## config.mk

```make
export PLATFORM = sky130hd
export DESIGN_NAME = fifo_wptr_full_flat
export DESIGN_NICKNAME = d
export VERILOG_FILES = /design/src/rtl/fifo_wptr_full_pkg.sv /design/src/rtl/fifo_wptr_full_if.sv /design/src/rtl/fifo_wptr_full_sync_nff.sv /design/src/rtl/fifo_wptr_full.sv /design/src/flat_wrapper.sv
export SDC_FILE = /design/constraint.sdc
export NUM_CORES = 1
export LEC_CHECK = 0
export CAP_MARGIN = 20
export CORE_UTILIZATION = 46
export DETAILED_ROUTE_END_ITERATION = 8
export GPL_TIMING_DRIVEN = 0
export PLACE_DENSITY = 0.76
export SYNTH_ARGS = -nofsm -noshare
export SYNTH_HDL_FRONTEND = slang
export SYNTH_SLANG_ARGS = --single-unit
export TNS_END_PERCENT = 1
```

## constraint.sdc

```tcl
create_clock -name wclk -period 2.4 [get_ports wclk]
set_input_delay 0.24 -clock wclk [delete_from_list [all_inputs] [get_ports wclk]]
set_output_delay 0.24 -clock wclk [all_outputs]
set_load 0.01 [all_outputs]
```

## src/rtl/fifo_wptr_full_pkg.sv

```systemverilog
// Shared pointer helpers for the async FIFO.
// Used by both the write-side and read-side pointer blocks.
package fifo_wptr_full_pkg;

  localparam int FWF_DEPTH_DEF = 8;
  localparam int FWF_SYNC_DEF  = 2;

  typedef logic [31:0] ptr_max_t;

  // Pointer width: one address bit per entry doubling plus the wrap bit.
  function automatic int ptr_w(input int depth);
    return $clog2(depth) + 1;
  endfunction

  function automatic ptr_max_t bin2gray(input ptr_max_t b);
    return b ^ (b >> 1);
  endfunction

  // Upper bits beyond the real width are zero, so the fold is exact.
  function automatic ptr_max_t gray2bin(input ptr_max_t g);
    ptr_max_t b;
    b = '0;
    b[31] = g[31];
    for (int i = 30; i >= 0; i--) begin
      b[i] = b[i+1] ^ g[i];
    end
    return b;
  endfunction

endpackage

```

## src/rtl/fifo_wptr_full_if.sv

```systemverilog
// Write-side FIFO pointer/flag bundle.
// slave = pointer block, master = write client.
interface fifo_wptr_full_if #(
  parameter int P_PTR_W = 4
);

  logic               w_en;
  logic [P_PTR_W-1:0] g_rptr_async;
  logic               i_ovf_clr;
  logic [P_PTR_W-1:0] b_wptr;
  logic [P_PTR_W-1:0] g_wptr;
  logic               o_full;
  logic               o_almost_full;
  logic [P_PTR_W-1:0] o_wlevel;
  logic               o_overflow;

  modport slave (
    input  w_en,
    input  g_rptr_async,
    input  i_ovf_clr,
    output b_wptr,
    output g_wptr,
    output o_full,
    output o_almost_full,
    output o_wlevel,
    output o_overflow
  );

  modport master (
    output w_en,
    output g_rptr_async,
    output i_ovf_clr,
    input  b_wptr,
    input  g_wptr,
    input  o_full,
    input  o_almost_full,
    input  o_wlevel,
    input  o_overflow
  );

endinterface

```

## src/rtl/fifo_wptr_full_sync_nff.sv

```systemverilog
// N-flop multi-bit synchronizer for Gray-coded pointers.
// Plain flop chain, nothing between stages.
module sync_nff #(
  parameter int P_W      = 4,
  parameter int P_STAGES = 2
) (
  input  logic           clk,
  input  logic           rst_n,
  input  logic [P_W-1:0] d,
  output logic [P_W-1:0] q
);

  logic [P_W-1:0] stg [P_STAGES];

  // Shift the async input through the chain.
  always_ff @(posedge clk or negedge rst_n) begin
    if (!rst_n) begin
      for (int i = 0; i < P_STAGES; i++) begin
        stg[i] <= '0;
      end
    end else begin
      stg[0] <= d;
      for (int i = 1; i < P_STAGES; i++) begin
        stg[i] <= stg[i-1];
      end
    end
  end

  assign q = stg[P_STAGES-1];

endmodule

```

## src/rtl/fifo_wptr_full.sv

```systemverilog
// Write-side pointer, full, level and overflow logic.
// Runs entirely in the write clock domain.
module fifo_wptr_full
  import fifo_wptr_full_pkg::*;
#(
  parameter int P_DEPTH       = FWF_DEPTH_DEF,
  parameter int P_PTR_W       = ptr_w(P_DEPTH),
  parameter int P_SYNC_STAGES = FWF_SYNC_DEF,
  parameter int P_AFULL_TH    = 6
) (
  input  logic              wclk,
  input  logic              wrst_n,
  fifo_wptr_full_if.slave   wif
);

  localparam logic [P_PTR_W-1:0] AF_TH = P_PTR_W'(P_AFULL_TH);

  logic [P_PTR_W-1:0] g_rptr_s;
  logic [P_PTR_W-1:0] r_bin;
  logic [P_PTR_W-1:0] b_q;
  logic [P_PTR_W-1:0] g_q;
  logic [P_PTR_W-1:0] b_next;
  logic [P_PTR_W-1:0] g_next;
  logic [P_PTR_W-1:0] g_full;
  logic [P_PTR_W-1:0] lvl_next;
  logic               full_q;
  logic               afull_q;
  logic [P_PTR_W-1:0] lvl_q;
  logic               ovf_q;
  logic               wr_ok;

  sync_nff #(
    .P_W      (P_PTR_W),
    .P_STAGES (P_SYNC_STAGES)
  ) u_rptr_sync (
    .clk   (wclk),
    .rst_n (wrst_n),
    .d     (wif.g_rptr_async),
    .q     (g_rptr_s)
  );

  assign wr_ok  = wif.w_en & ~full_q;
  assign b_next = b_q + {{(P_PTR_W-1){1'b0}}, wr_ok};
  assign g_next = P_PTR_W'(bin2gray(32'(b_next)));
  assign r_bin  = P_PTR_W'(gray2bin(32'(g_rptr_s)));

  // Full when writer is one lap ahead: top two Gray bits inverted.
  assign g_full = {~g_rptr_s[P_PTR_W-1:P_PTR_W-2],
                   g_rptr_s[P_PTR_W-3:0]};

  assign lvl_next = b_next - r_bin;

  // Pointers and flags, all registered from next-state values.
  always_ff @(posedge wclk or negedge wrst_n) begin
    if (!wrst_n) begin
      b_q     <= '0;
      g_q     <= '0;
      full_q  <= 1'b0;
      afull_q <= 1'b0;
      lvl_q   <= '0;
    end else begin
      b_q     <= b_next;
      g_q     <= g_next;
      full_q  <= (g_next == g_full);
      afull_q <= (lvl_next >= AF_TH);
      lvl_q   <= lvl_next;
    end
  end

  // Sticky overflow; a new overflow beats a clear in the same cycle.
  always_ff @(posedge wclk or negedge wrst_n) begin
    if (!wrst_n) begin
      ovf_q <= 1'b0;
    end else if (wif.w_en && full_q) begin
      ovf_q <= 1'b1;
    end else if (wif.i_ovf_clr) begin
      ovf_q <= 1'b0;
    end
  end

  assign wif.b_wptr        = b_q;
  assign wif.g_wptr        = g_q;
  assign wif.o_full        = full_q;
  assign wif.o_almost_full = afull_q;
  assign wif.o_wlevel      = lvl_q;
  assign wif.o_overflow    = ovf_q;

endmodule

```

## src/flat_wrapper.sv

```systemverilog
// flat-port wrapper written by rule: the top's interface ports become plain ports
module fifo_wptr_full_flat import fifo_wptr_full_pkg::*;
#(
  parameter int P_DEPTH       = FWF_DEPTH_DEF,
  parameter int P_PTR_W       = ptr_w(P_DEPTH),
  parameter int P_SYNC_STAGES = FWF_SYNC_DEF,
  parameter int P_AFULL_TH    = 6
)
  (wclk, wrst_n, wif_w_en, wif_g_rptr_async, wif_i_ovf_clr, wif_b_wptr, wif_g_wptr, wif_o_full, wif_o_almost_full, wif_o_wlevel, wif_o_overflow);
  fifo_wptr_full_if #(.P_PTR_W(P_PTR_W)) wif_i ();
  input  logic wclk;
  input  logic wrst_n;
  input wire logic [$bits(wif_i.w_en)-1:0] wif_w_en;
  input wire logic [$bits(wif_i.g_rptr_async)-1:0] wif_g_rptr_async;
  input wire logic [$bits(wif_i.i_ovf_clr)-1:0] wif_i_ovf_clr;
  output wire logic [$bits(wif_i.b_wptr)-1:0] wif_b_wptr;
  output wire logic [$bits(wif_i.g_wptr)-1:0] wif_g_wptr;
  output wire logic [$bits(wif_i.o_full)-1:0] wif_o_full;
  output wire logic [$bits(wif_i.o_almost_full)-1:0] wif_o_almost_full;
  output wire logic [$bits(wif_i.o_wlevel)-1:0] wif_o_wlevel;
  output wire logic [$bits(wif_i.o_overflow)-1:0] wif_o_overflow;
  assign wif_i.w_en = wif_w_en;
  assign wif_i.g_rptr_async = wif_g_rptr_async;
  assign wif_i.i_ovf_clr = wif_i_ovf_clr;
  assign wif_b_wptr = wif_i.b_wptr;
  assign wif_g_wptr = wif_i.g_wptr;
  assign wif_o_full = wif_i.o_full;
  assign wif_o_almost_full = wif_i.o_almost_full;
  assign wif_o_wlevel = wif_i.o_wlevel;
  assign wif_o_overflow = wif_i.o_overflow;
  fifo_wptr_full #(.P_DEPTH(P_DEPTH), .P_PTR_W(P_PTR_W), .P_SYNC_STAGES(P_SYNC_STAGES), .P_AFULL_TH(P_AFULL_TH)) u_core (.wclk(wclk), .wrst_n(wrst_n), .wif(wif_i));
endmodule
```

After elaboration in Yosys (flattened, before gate mapping)

Cells that the tools add are included.
W data, S select, Z words.

Output and inout bits: 15
Input bits: 8
Logic and storage cells: 23
Flip-flop bits (word level): 23

Equal/unequal tests: 1
Bitwise operators: 7
$lt $le $gt $ge: 1
Muxes and demuxes: 2
$add $sub $neg: 2
Reductions and logical operators: 2

Operators by type and width:

| cell                 | count |
|---|---|
| $add A4 B1 Y4        | 1 |
| $eq A4 B4 Y1         | 1 |
| $ge A4 B3 Y1 const B | 1 |
| $sub A4 B4 Y4        | 1 |
| $xor A4 B3 Y4        | 1 |
| $xor A1 B1 Y1        | 3 |
| $mux W1              | 2 |
| $not A2 Y2           | 1 |
| $reduce_bool A2 Y1   | 1 |
| $and A1 B1 Y1        | 1 |
| $logic_and A1 B1 Y1  | 1 |
| $not A1 Y1           | 1 |

Logic depth before layout (Yosys ltp)

Gate-level depths: netlist of run 1.

Depth after elaboration: 5
Mapped depth: 8
Depth with buffers taken out: 8

By module

Synthesis of run 1 repeated with hierarchy kept, for this count alone.

Cell total of the unflattened synthesis: 72
Area total of the unflattened synthesis: 943.4 µm²

By module, submodules not included:

| module         | sequential area each (µm²) | area each (µm²) | instances | cells an instance |
|---|---|---|---|---|
| fifo_wptr_full | 350.3                      | 713.2           | 1         | 60 |
| sync_nff       | 200.2                      | 230.2           | 1         | 12 |

Worst setup path after synthesis of run 1

Ideal clock, no wire load.

Path kind: reg2reg
From: register u_core.full_q (netlist: u_core.wif.o_full)
To: register u_core.afull_q (netlist: u_core.wif.o_almost_full)
Cell stages (with the launch flop): 9
Data required time: 2.268 ns
Library setup time: 0.132 ns
Buffers on the path: 0
Clock period less this slack: 2.077 ns
Path slack: 0.323 ns
Data arrival time: 1.945 ns
Path through: dfrtp_1 > nor2b_1 > ha_1 > ha_1 > inv_1 > fa_1 > inv_1 > a22oi_1 > o211ai_1

Word-level cells in the longest chain between the ends: 5

RTL lines:

| item                   | RTL line             | RTL |
|---|---|---|
| from (decl)            | fifo_wptr_full.sv:26 | `logic full_q;` |
| from (signal assigned) | fifo_wptr_full.sv:64 | `full_q <= (g_next == g_full);` |
| $not A1 Y1             | fifo_wptr_full.sv:42 | `assign wr_ok = wif.w_en & ~full_q;` |
| $and A1 B1 Y1          | fifo_wptr_full.sv:42 |  |
| $add A4 B1 Y4          | fifo_wptr_full.sv:43 | `assign b_next = b_q + {{(P_PTR_W-1){1'b0}}, wr_ok};` |
| net u_core.b_next[1]   | fifo_wptr_full.sv:22 | `logic [P_PTR_W-1:0] b_next;` |
| $sub A4 B4 Y4          | fifo_wptr_full.sv:51 | `assign lvl_next = b_next - r_bin;` |
| net u_core.lvl_next[1] | fifo_wptr_full.sv:25 | `logic [P_PTR_W-1:0] lvl_next;` |
| $ge A4 B3 Y1           | fifo_wptr_full.sv:65 | `afull_q <= (lvl_next >= AF_TH);` |
| to (signal assigned)   | fifo_wptr_full.sv:65 |  |
| to (decl)              | fifo_wptr_full.sv:27 | `logic afull_q;` |

The timed path passes the listed nets, and every way through them passes these cells.
A chain may end at the register's enable or synchronous reset.

Worst setup path in the final report of run 1

From: register u_core.u_rptr_sync.stg (netlist bit u_core.u_rptr_sync.q[3])
To: register u_core.afull_q (netlist: u_core.wif.o_almost_full)

Word-level cells in the longest chain between the ends: 5

RTL lines:

| item                              | RTL line                      | RTL |
|---|---|---|
| from (decl)                       | fifo_wptr_full_sync_nff.sv:13 | `logic [P_W-1:0] stg [P_STAGES];` |
| from (signal, indexed assignment) | fifo_wptr_full_sync_nff.sv:24 | `stg[i] <= stg[i-1];` |
| $xor A1 B1 Y1 * (2 in series)     | fifo_wptr_full_pkg.sv:25      | `b[i] = b[i+1] ^ g[i];` |
| $xor A1 B1 Y1                     | fifo_wptr_full_pkg.sv:25      |  |
| $sub A4 B4 Y4 *                   | fifo_wptr_full.sv:51          |  |
| net u_core.lvl_next[1]            | fifo_wptr_full.sv:25          |  |
| $ge A4 B3 Y1 *                    | fifo_wptr_full.sv:65          |  |

Mark *: on every way through the listed nets, which the timed path passes. The rest lies on a longest branch.

==> results of run 1 <==
==> how the worst min path moves through the flow <==
stage	from	endpoint	slack, ns	depth (start not counted)
after global placement	u_core.u_rptr_sync.stg[6]$_DFF_PN0_	u_core.u_rptr_sync.q[2]$_DFF_PN0_	0.33	0
after detailed placement	u_core.u_rptr_sync.stg[7]$_DFF_PN0_	u_core.u_rptr_sync.q[3]$_DFF_PN0_	0.34	0
after floorplan	wrst_n	u_core.u_rptr_sync.q[0]$_DFF_PN0_	-0.06	0
after CTS	wif_g_rptr_async[1]	u_core.u_rptr_sync.stg[5]$_DFF_PN0_	0.35	1
final	wif_g_rptr_async[1]	u_core.u_rptr_sync.stg[5]$_DFF_PN0_	0.36	1
after global routing	wif_g_rptr_async[3]	u_core.u_rptr_sync.stg[7]$_DFF_PN0_	0.34	1
==> cell usage after synthesis <==
library cell  number  share of area [%]
o211a_1            1                1.1
a21boi_0           1               0.82
a21o_1             1               0.82
buf_4              1               0.82
nor3_1             2                1.1
xor2_2             1                1.8
nand2_1            1               0.41
a22oi_1            1               0.82
nand3_1            1               0.55
ha_1               5                6.8
dfrtp_1           22                 60
a21oi_1            2                1.1
inv_1              8                3.3
fa_1               1                2.2
a211o_1            1               0.96
and3_1             1               0.69
xor2_1             7                6.7
nor2b_1            1               0.69
o21ai_0            1               0.55
xnor2_1            8                7.7
o211ai_1           1               0.82
==> kinds of logic after synthesis <==
logic type / synth area share [%]
AOI/OAI and AO/OA: 6.99
xor gates and xnor gates: 16.2
buffers and inverters: 4.11
adders and majority gates: 9.04
and+or+nand+nor: 3.42
DFF: 60.3
==> power breakdown <==
part | internal, uW | total (uW) | switching (uW)
combinational | 544 | 1040 | 499
clock | 92.6 | 196 | 103
sequential | 511 | 581 | 69.1
total | 1150 | 1820 | 671
==> cell type report <==
| cell class | instances | area, um^2 | share of cell area, % |
|---|---|---|---|
| Buffer | 1 | 7.51 | 0.621 |
| Clock buffer | 4 | 36.3 | 3.00 |
| Inverter | 8 | 30.0 | 2.48 |
| Multi-Input combinational cell | 37 | 325 | 26.9 |
| Sequential cell | 22 | 551 | 45.5 |
| Tap cell | 25 | 31.3 | 2.59 |
| Timing Repair Buffer | 23 | 228 | 18.8 |
==> repair_timing <==
item	4_1_cts	5_1_grt
hold endpoints to repair	0	0
setup endpoints to repair	0	1
buffers inserted	0	1
==> metrics by stage <==
| stage | utilization (%) | total power [uW] | hold WS, ns | TNS [ns] | setup slack (ns) |
|---|---|---|---|---|---|
| after floorplan | - | 1240 | -0.0556 | 0 | 0.323 |
| final | 67.1 | 1820 | 0.357 | 0 | 0.125 |
| after global placement | 64.7 | 1580 | 0.331 | -0.134 | -0.134 |
| after CTS | 66.7 | 1840 | 0.351 | 0 | 0.0990 |
| after detailed placement | 64.7 | 1640 | 0.336 | -0.200 | -0.200 |
| after global routing | 67.1 | 1980 | 0.341 | -0.00371 | -0.00371 |
==> layout by cell type (no fill, tap or decap), types with 2 or more instances in the layout <==
cell	count
a21oi_1	2
buf_4	2
clkbuf_4	3
clkdlybuf4s50_1	22
dfrtp_1	22
ha_1	5
inv_1	8
nor3_1	2
xnor2_1	8
xor2_1	7
==> per-layer routing <==
metal | vias up | global-route usage, %
li1 | 273 | -
met2 | 20 | 25.6
met5 | - | 0
met1 | 266 | 17.5
met4 | 0 | 10.6
met3 | 5 | 3.53
==> worst max-delay path, stage by stage, from the launching register on <==
cell and delay (ns):
dfrtp_1 0.42, xnor2_1 0.25, xor2_1 0.29, xnor2_1 0.11, ha_1 0.22, fa_1 0.52, inv_1 0.06, a22oi_1 0.18
o211ai_1 0.11
==> sequential cells by signal, summed over array words and instances, names as in the netlist <==
register	flops
u_core.wif.g_wptr	3
u_core.u_rptr_sync.q	4
u_core.u_rptr_sync.stg	4
u_core.wif.o_almost_full	1
u_core.wif.b_wptr	4
u_core.wif.o_wlevel	4
u_core.wif.o_full	1
u_core.wif.o_overflow	1
==> impl_metrics.csv, run 1 <==
group,metric,value,unit
run_status,outcome,"finished clean",
clock_tree,cts.sinks,22,
placement,gp_congestion,0.747,
clock_tree,clock_latency,0.30,ns
detailed_routing,drc,0,
power_and_ir_drop,total_leakage_power,0.000560,uW
power_and_ir_drop,power_density,1510,mW/mm^2
global_routing,antenna_found_initial,0,
worst_hold_path,hold_class,"primary input to flip-flop",
global_routing,grt_pass1_vias,529,
cells_and_area,fillers,149,
cells_and_area,nets,110,
critical_path,worst_setup_path_end_kind,"flip-flop",
detailed_routing,wl_met1,544,um
sta,min_period,2.28,ns
detailed_routing,avgRoutedWirePerCell,11.4,um
sta,fin_crit_sh,94.8,%
floorplan,row_count,15,
detailed_routing,first_pass_iters,4,
detailed_routing,num_vias,564,
global_routing,grt_pass1_wl,2260,um
sta,finClkSkew,0.00835,ns
floorplan,ios,23,
clock_tree,clk_pin_slew,0.12,ns
critical_path,reg2regPathDepth,8,
sta,setup_viol,0,
critical_path,arrival,2.46,ns
synthesis,yosys_warnings,0,
synthesis,synthesis.area,913,um^2
clock_tree,ctsHoldBuffers,0,
clock_tree,cts_tree,"yes",
critical_path,regToRegEndpoint,"u_core.wif.o_almost_full$_DFF_PN0_",
cells_and_area,antennaDiodeCount,0,
placement,hpwl,1080,um
detailed_routing,vias_per_cell,4.70,
cells_and_area,final_cell_area,0.00121,mm^2
global_routing,grt_start_max_net_pins,23,
floorplan,core-area,0.00180,mm^2
sta,tightest_slew,0.894,ns
clock_tree,clock-root-buffer,"clkbuf_4",
synthesis,syn_inst,68,
critical_path,cp-endpoint,"u_core.wif.o_almost_full$_DFF_PN0_",
detailed_routing,ant_nets,0,
critical_path,rrSetupSlack,0.12,ns
clock_tree,numCtsBuffers,3,
run,maxCapViolCount,0,
detailed_routing,top_layer_used,"met4",
cells_and_area,synthToLayoutAreaGrowth,32.3,%
cells_and_area,final_cells,120,
global_routing,grtUsageTotal,15.5,%
detailed_routing,dr_wl_met3,46,um
clock_tree,cts_max_level,1,
synthesis,ys_types,21,
synthesis,ys_ff_latch,22,
placement,dpl.cell_count,115,
critical_path,critPathLaunch,"u_core.u_rptr_sync.q[3]$_DFF_PN0_",
synthesis,syn_nets,82,
sta,fmax,440,MHz
critical_path,setup.worst_path.class,"flip-flop to flip-flop",
global_routing,grt-ovfl-total,0,
clock_tree,cts_resized,0,
cells_and_area,drive_gt1_share,7.37,%
critical_path,start_kind,"flip-flop",
floorplan,die_width,46.6,um
power_and_ir_drop,ir_worst_vdd,0.669,mV
critical_path,cp.required,2.58,ns
placement,numPortBuffers,22,
critical_path,r2r-start,"u_core.u_rptr_sync.q[3]$_DFF_PN0_",
floorplan,start_util,50.7,%
synthesis,syn_area_per_cell,13.4,um^2
placement,place_area,0.00116,mm^2
floorplan,die_area,0.00217,mm^2
detailed_routing,wl_met2,739,um
sta,drv_slew,0,
synthesis,synth-seq-area-share,60.3,%
sta,relSlewSlack,40.2,%
clock_tree,clock_path_buffers,2,
sta,hold_viol_final,0,
detailed_routing,wirelength,1370,um
detailed_routing,drtIter0Drc,4,
floorplan,dieHeight,46.6,um
critical_path,worst-path-max-fanout,3,
No activity file was read; power rests on OpenSTA's default activity.
==> run 2, diff against run 1 <==
Settings changed: SLEW_MARGIN set to 25.
==> run 2 against run 1 <==
Clock skew is essentially flat. Combinational power hardly changed. Via count down 0.35%. Critical path depth stayed put. Worst setup slack barely moved. Design area rose by 0.41%. Non-clock buffer count increased by 1. Critical endpoint unchanged. Largest cell class unchanged.
==> impl_metrics.csv, run 2 (synthesized netlist as in run 1, its figures left out) <==
group,metric,value,unit
run,maxCapViolCount,0,
cells_and_area,nets,111,
critical_path,regToRegEndpoint,"u_core.wif.o_almost_full$_DFF_PN0_",
sta,fin_tns_setup,0,ns
detailed_routing,avgRoutedWirePerCell,11.3,um
sta,fmax,440,MHz
detailed_routing,wl_met1,548,um
detailed_routing,num_vias,562,
detailed_routing,drc,0,
clock_tree,cts.sinks,22,
cells_and_area,antennaDiodeCount,0,
global_routing,grt_pass1_wl,2260,um
detailed_routing,top_layer_used,"met4",
cells_and_area,fin_util,67.4,%
worst_hold_path,hold_class,"primary input to flip-flop",
critical_path,reg2regPathDepth,8,
floorplan,die_width,46.6,um
sta,finClkSkew,0.00838,ns
floorplan,dieHeight,46.6,um
worst_hold_path,holdPathEnd,"u_core.u_rptr_sync.stg[5]$_DFF_PN0_",
clock_tree,cts_max_level,1,
critical_path,arrival,2.45,ns
power_and_ir_drop,total_leakage_power,0.000564,uW
cells_and_area,synthToLayoutAreaGrowth,32.9,%
global_routing,grt-ovfl-total,0,
sta,tightest_slew,0.478,ns
floorplan,die_area,0.00217,mm^2
critical_path,start_kind,"flip-flop",
detailed_routing,wl_met2,742,um
power_and_ir_drop,power_density,1500,mW/mm^2
detailed_routing,drtIter0Drc,4,
run_status,outcome,"finished clean",
cells_and_area,final_cell_mix,"22 x dfrtp_1, 21 x clkdlybuf4s50_1, 8 x xnor2_1, 8 x inv_1, 7 x xor2_1",
sta,drv_slew,0,
detailed_routing,first_pass_iters,4,
global_routing,grt_pass1_vias,529,
floorplan,row_count,15,
critical_path,rrSetupSlack,0.12,ns
sta,setup_viol,0,
clock_tree,cts_tree,"yes",
detailed_routing,wirelength,1370,um
sta,fin_crit_sh,94.8,%
clock_tree,clock-root-buffer,"clkbuf_4",
clock_tree,clk_pin_slew,0.12,ns
placement,gp_congestion,0.747,
detailed_routing,vias_per_cell,4.64,
placement,numPortBuffers,22,
global_routing,grt_start_max_net_pins,23,
worst_hold_path,min_path_cells,1,
clock_tree,clock_path_buffers,2,
cells_and_area,mostFrequentLayoutCell,"dfrtp_1",
floorplan,start_util,50.7,%
cells_and_area,drive_gt1_share,8.33,%
global_routing,antenna_found_initial,0,
floorplan,core-area,0.00180,mm^2
detailed_routing,dr_wl_met3,44,um
sta,min_period,2.28,ns
placement,hpwl,1080,um
global_routing,grtUsageTotal,15.5,%
critical_path,cp.required,2.58,ns
sta,hold_viol_final,0,
critical_path,setup.worst_path.class,"flip-flop to flip-flop",
clock_tree,numCtsBuffers,3,
worst_hold_path,worstHoldStart,"wif_g_rptr_async[1]",
critical_path,worst-path-max-fanout,3,
floorplan,ios,23,
critical_path,r2r-start,"u_core.u_rptr_sync.q[3]$_DFF_PN0_",
sta,relSlewSlack,67.9,%
clock_tree,clock_latency,0.30,ns
critical_path,worst_setup_path_end_kind,"flip-flop",
detailed_routing,ant_nets,0,
power_and_ir_drop,ir_worst_vdd,0.669,mV
## run 2: cell count changes in the layout (fill, tap and decap cells not counted)
cell	previous run	this run
buf_2	0	1
dlygate4sd3_1	0	1
clkdlybuf4s50_1	22	21
## run 2: power breakdown
part / switching, uW / internal (uW) / total, uW
Clock: 102 / 92.5 / 195
Sequential: 69.1 / 511 / 581
Combinational: 499 / 545 / 1040
## run 2: worst max-delay path, stage by stage (launching register included)
cell	delay, ns
dfrtp_1	0.42
xnor2_1	0.25
xor2_1	0.29
xnor2_1	0.11
ha_1	0.22
fa_1	0.52
inv_1	0.06
a22oi_1	0.18
o211ai_1	0.11
## run 2: worst max path at each step
stage / start / endpoint / slack [ns]
2_1_floorplan: u_core.wif.o_full$_DFF_PN0_ / u_core.wif.o_almost_full$_DFF_PN0_ / 0.32
3_3_place_gp: wif_w_en / u_core.wif.o_almost_full$_DFF_PN0_ / -0.13
3_5_place_dp: wif_w_en / u_core.wif.o_almost_full$_DFF_PN0_ / -0.20
4_1_cts: u_core.u_rptr_sync.q[3]$_DFF_PN0_ / u_core.wif.o_almost_full$_DFF_PN0_ / 0.1
5_1_grt: u_core.u_rptr_sync.q[3]$_DFF_PN0_ / u_core.wif.o_almost_full$_DFF_PN0_ / -0.004
6_report: u_core.u_rptr_sync.q[3]$_DFF_PN0_ / u_core.wif.o_almost_full$_DFF_PN0_ / 0.12
## run 2: repair_timing
item                                   CTS  global route
endpoints found under the hold margin    0            22
buffers inserted                         0             1
setup endpoints to repair                0             1
hold buffers                             0             1
resized for setup                        0             0
## run 2: area by class of cell
class	count	area (um^2)
inverters	8	30.0
flip-flops and latches	22	551
multi-input cells	37	325
plain buffers	1	7.51
repair buffers	24	233
well taps	25	31.3
fillers	149	588
clock buffers	4	36.3
## run 2: metal layers
metal / track usage (%) / vias to the layer above
li1: - / 275
met1: 17.5 / 264
met2: 25.6 / 19
met3: 3.53 / 4
met4: 10.6 / 0
met5: 0 / -
## run 2: per-stage QoR
stage	worst slack, ns	std cells	instance area [um^2]	hold WS [ns]	power, uW
after floorplan	0.323	68	913	-0.0556	1240
after global placement	-0.134	115	1160	0.331	1580
after detailed placement	-0.200	115	1160	0.336	1640
after CTS	0.0990	119	1200	0.351	1840
after global routing	-0.00371	121	1210	0.341	1980
final	0.125	121	1210	0.359	1820
==> run 3, diff against run 2 <==
--- a/config.mk
+++ b/config.mk
@@ -8,6 +8,7 @@
 export CAP_MARGIN = 20
-export CORE_UTILIZATION = 46
+export CORE_UTILIZATION = 59
 export DETAILED_ROUTE_END_ITERATION = 8
+export DONT_BUFFER_PORTS = 1
 export GPL_TIMING_DRIVEN = 0
-export PLACE_DENSITY = 0.76
+export PLACE_DENSITY = 0.75
 export SLEW_MARGIN = 25
==> constraint.sdc (replaced) <==
create_clock -name wclk -period 2.4 [get_ports wclk]
set_input_delay 0.36 -clock wclk [delete_from_list [all_inputs] [get_ports wclk]]
set_output_delay 0.36 -clock wclk [all_outputs]
set_load 0.01 [all_outputs]
==> run 3 against run 2 <==
Clock skew down 0.0071 ns. Fmax decreased by 0.97%. Worst setup slack got worse by 0.022 ns. Power is 13% lower. Hold slack got worse by 0.35 ns. Via count shrank 12%. First-iteration DRC count shrank 25%. Register-to-register slack worse by 0.02 ns. Sequential power rose by 13%. Design area fell by 19%.
==> impl_metrics.csv, run 3 (synthesized netlist as in run 1, its figures left out) <==
group,metric,value,unit
run_status,outcome,"finished clean",
sta,fin_crit_sh,95.7,%
run,maxCapViolCount,0,
sta,relSlewSlack,69.0,%
clock_tree,clock_latency,0.29,ns
clock_tree,numCtsBuffers,3,
detailed_routing,vias_per_cell,5.60,
cells_and_area,drive_gt1_share,12.3,%
detailed_routing,drtIter0Drc,3,
sta,fin_tns_setup,0,ns
critical_path,start_kind,"flip-flop",
sta,finClkSkew,0.00124,ns
floorplan,core-area,0.00137,mm^2
floorplan,ios,23,
floorplan,die_area,0.00171,mm^2
sta,tightest_slew,0.465,ns
floorplan,row_count,13,
sta,fmax,435,MHz
critical_path,worst-path-max-fanout,3,
sta,min_period,2.30,ns
clock_tree,clock-root-buffer,"clkbuf_4",
power_and_ir_drop,power_density,1610,mW/mm^2
power_and_ir_drop,ir_worst_vdd,0.776,mV
sta,drv_slew,0,
power_and_ir_drop,power.total,1580,uW
detailed_routing,avgRoutedWirePerCell,14.8,um
sta,hold_slack,0.00513,ns
cells_and_area,mostFrequentLayoutCell,"dfrtp_1",
cells_and_area,synthToLayoutAreaGrowth,7.67,%
placement,numPortBuffers,0,
global_routing,grt_start_max_net_pins,23,
detailed_routing,wirelength,1300,um
clock_tree,clk_pin_slew,0.11,ns
critical_path,cp.required,2.57,ns
clock_tree,cts.sinks,22,
clock_tree,cts_max_level,1,
detailed_routing,first_pass_iters,4,
clock_tree,clock_path_buffers,2,
cells_and_area,fin_util,72.0,%
sta,hold_viol_final,0,
worst_hold_path,hold_class,"primary input to async pin",
placement,hpwl,909,um
sta,rsz0062_at_grt,"no",
critical_path,worst_setup_path_end_kind,"flip-flop",
sta,setup_viol,0,
power_and_ir_drop,total_leakage_power,0.000477,uW
cells_and_area,fillers,102,
critical_path,arrival,2.47,ns
clock_tree,cts_setup_buffers,0,
floorplan,dieHeight,41.3,um
cells_and_area,nets,88,
global_routing,grt_pass1_wl,1860,um
floorplan,start_util,66.8,%
global_routing,grtUsageTotal,18.4,%
cells_and_area,final_cell_mix,"22 x dfrtp_1, 8 x inv_1, 7 x xnor2_1, 7 x xor2_1, 4 x ha_1",
detailed_routing,num_vias,493,
global_routing,grt_pass1_vias,483,
detailed_routing,ant_nets,0,
detailed_routing,drc,0,
critical_path,setup.worst_path.class,"flip-flop to flip-flop",
clock_tree,cts_tree,"yes",
placement,gp_congestion,0.768,
floorplan,die_width,41.3,um
cells_and_area,antennaDiodeCount,0,
global_routing,grt-ovfl-total,0,
global_routing,antenna_found_initial,0,
[run 3: changes by cell type in the layout (fill, tap and decap cells not counted)]
cell             delta
buf_4               -1
clkdlybuf4s50_1    -21
dlygate4sd3_1       -1
ha_1                -1
ha_2                +1
xnor2_1             -1
xnor2_2             +1
[run 3: path summary, 6_finish.rpt]
check                                                            to  depth (start not counted)  slack [ns]                                start
worst max-delay path             u_core.wif.o_almost_full$_DFF_PN0_                          8        0.10    u_core.u_rptr_sync.q[3]$_DFF_PN0_
worst min-delay path                 u_core.wif.b_wptr[2]$_DFF_PN0_                          1       0.005                               wrst_n
max in group asynchronous               u_core.wif.o_full$_DFF_PN0_                          1        2.08                               wrst_n
worst max register to register   u_core.wif.o_almost_full$_DFF_PN0_                          8        0.10    u_core.u_rptr_sync.q[3]$_DFF_PN0_
worst min register to register    u_core.u_rptr_sync.q[1]$_DFF_PN0_                          0        0.36  u_core.u_rptr_sync.stg[5]$_DFF_PN0_
min in group wclk               u_core.u_rptr_sync.stg[5]$_DFF_PN0_                          0        0.08                  wif_g_rptr_async[1]
[run 3: per-layer routing]
| metal | global-route usage (%) | wire length, um | vias up |
|---|---|---|---|
| met5 | 0 | 0 | - |
| met4 | 12.1 | 0 | 0 |
| met3 | 3.72 | 71 | 0 |
| met2 | 34.8 | 656 | 22 |
| met1 | 17.6 | 571 | 239 |
| li1 | - | - | 232 |
[run 3: metrics by stage]
| stage | cells | setup WS (ns) | instance area (um^2) |
|---|---|---|---|
| floorplan | 68 | 0.297 | 913 |
| global placement | 83 | 0.157 | 932 |
| detailed placement | 83 | 0.106 | 932 |
| CTS | 88 | 0.0468 | 978 |
| global route | 88 | 0.0122 | 983 |
| finish | 88 | 0.103 | 983 |
[run 3: where the power goes]
| group | internal, uW | switching [uW] |
|---|---|---|
| combinational | 332 | 407 |
| clock | 92.4 | 96.2 |
| sequential | 513 | 143 |
[run 3: critical path, cell delays in order (launching register included)]
cell and delay, ns:
dfrtp_1 0.44, xnor2_2 0.23, xor2_1 0.30, xnor2_1 0.11
ha_1 0.22, fa_1 0.51, inv_1 0.06, a22oi_1 0.19
o211ai_1 0.12
[run 3: final cells by class]
cell class	count	area [um^2]	share of cell area (%)
Buffer	1	7.51	0.763
Clock buffer	4	36.3	3.69
Inverter	8	30.0	3.05
Multi-Input combinational cell	37	335	34.1
Sequential cell	22	551	56.0
Tap cell	15	18.8	1.91
Timing Repair Buffer	1	5.00	0.509
[run 3: what timing repair did]
| action | 4_1_cts | 5_1_grt |
|---|---|---|
| setup endpoints to repair | 0 | 1 |
| hold buffers | 1 | 0 |
| resized for setup | 0 | 2 |
| hold endpoints to repair | 22 | 0 |
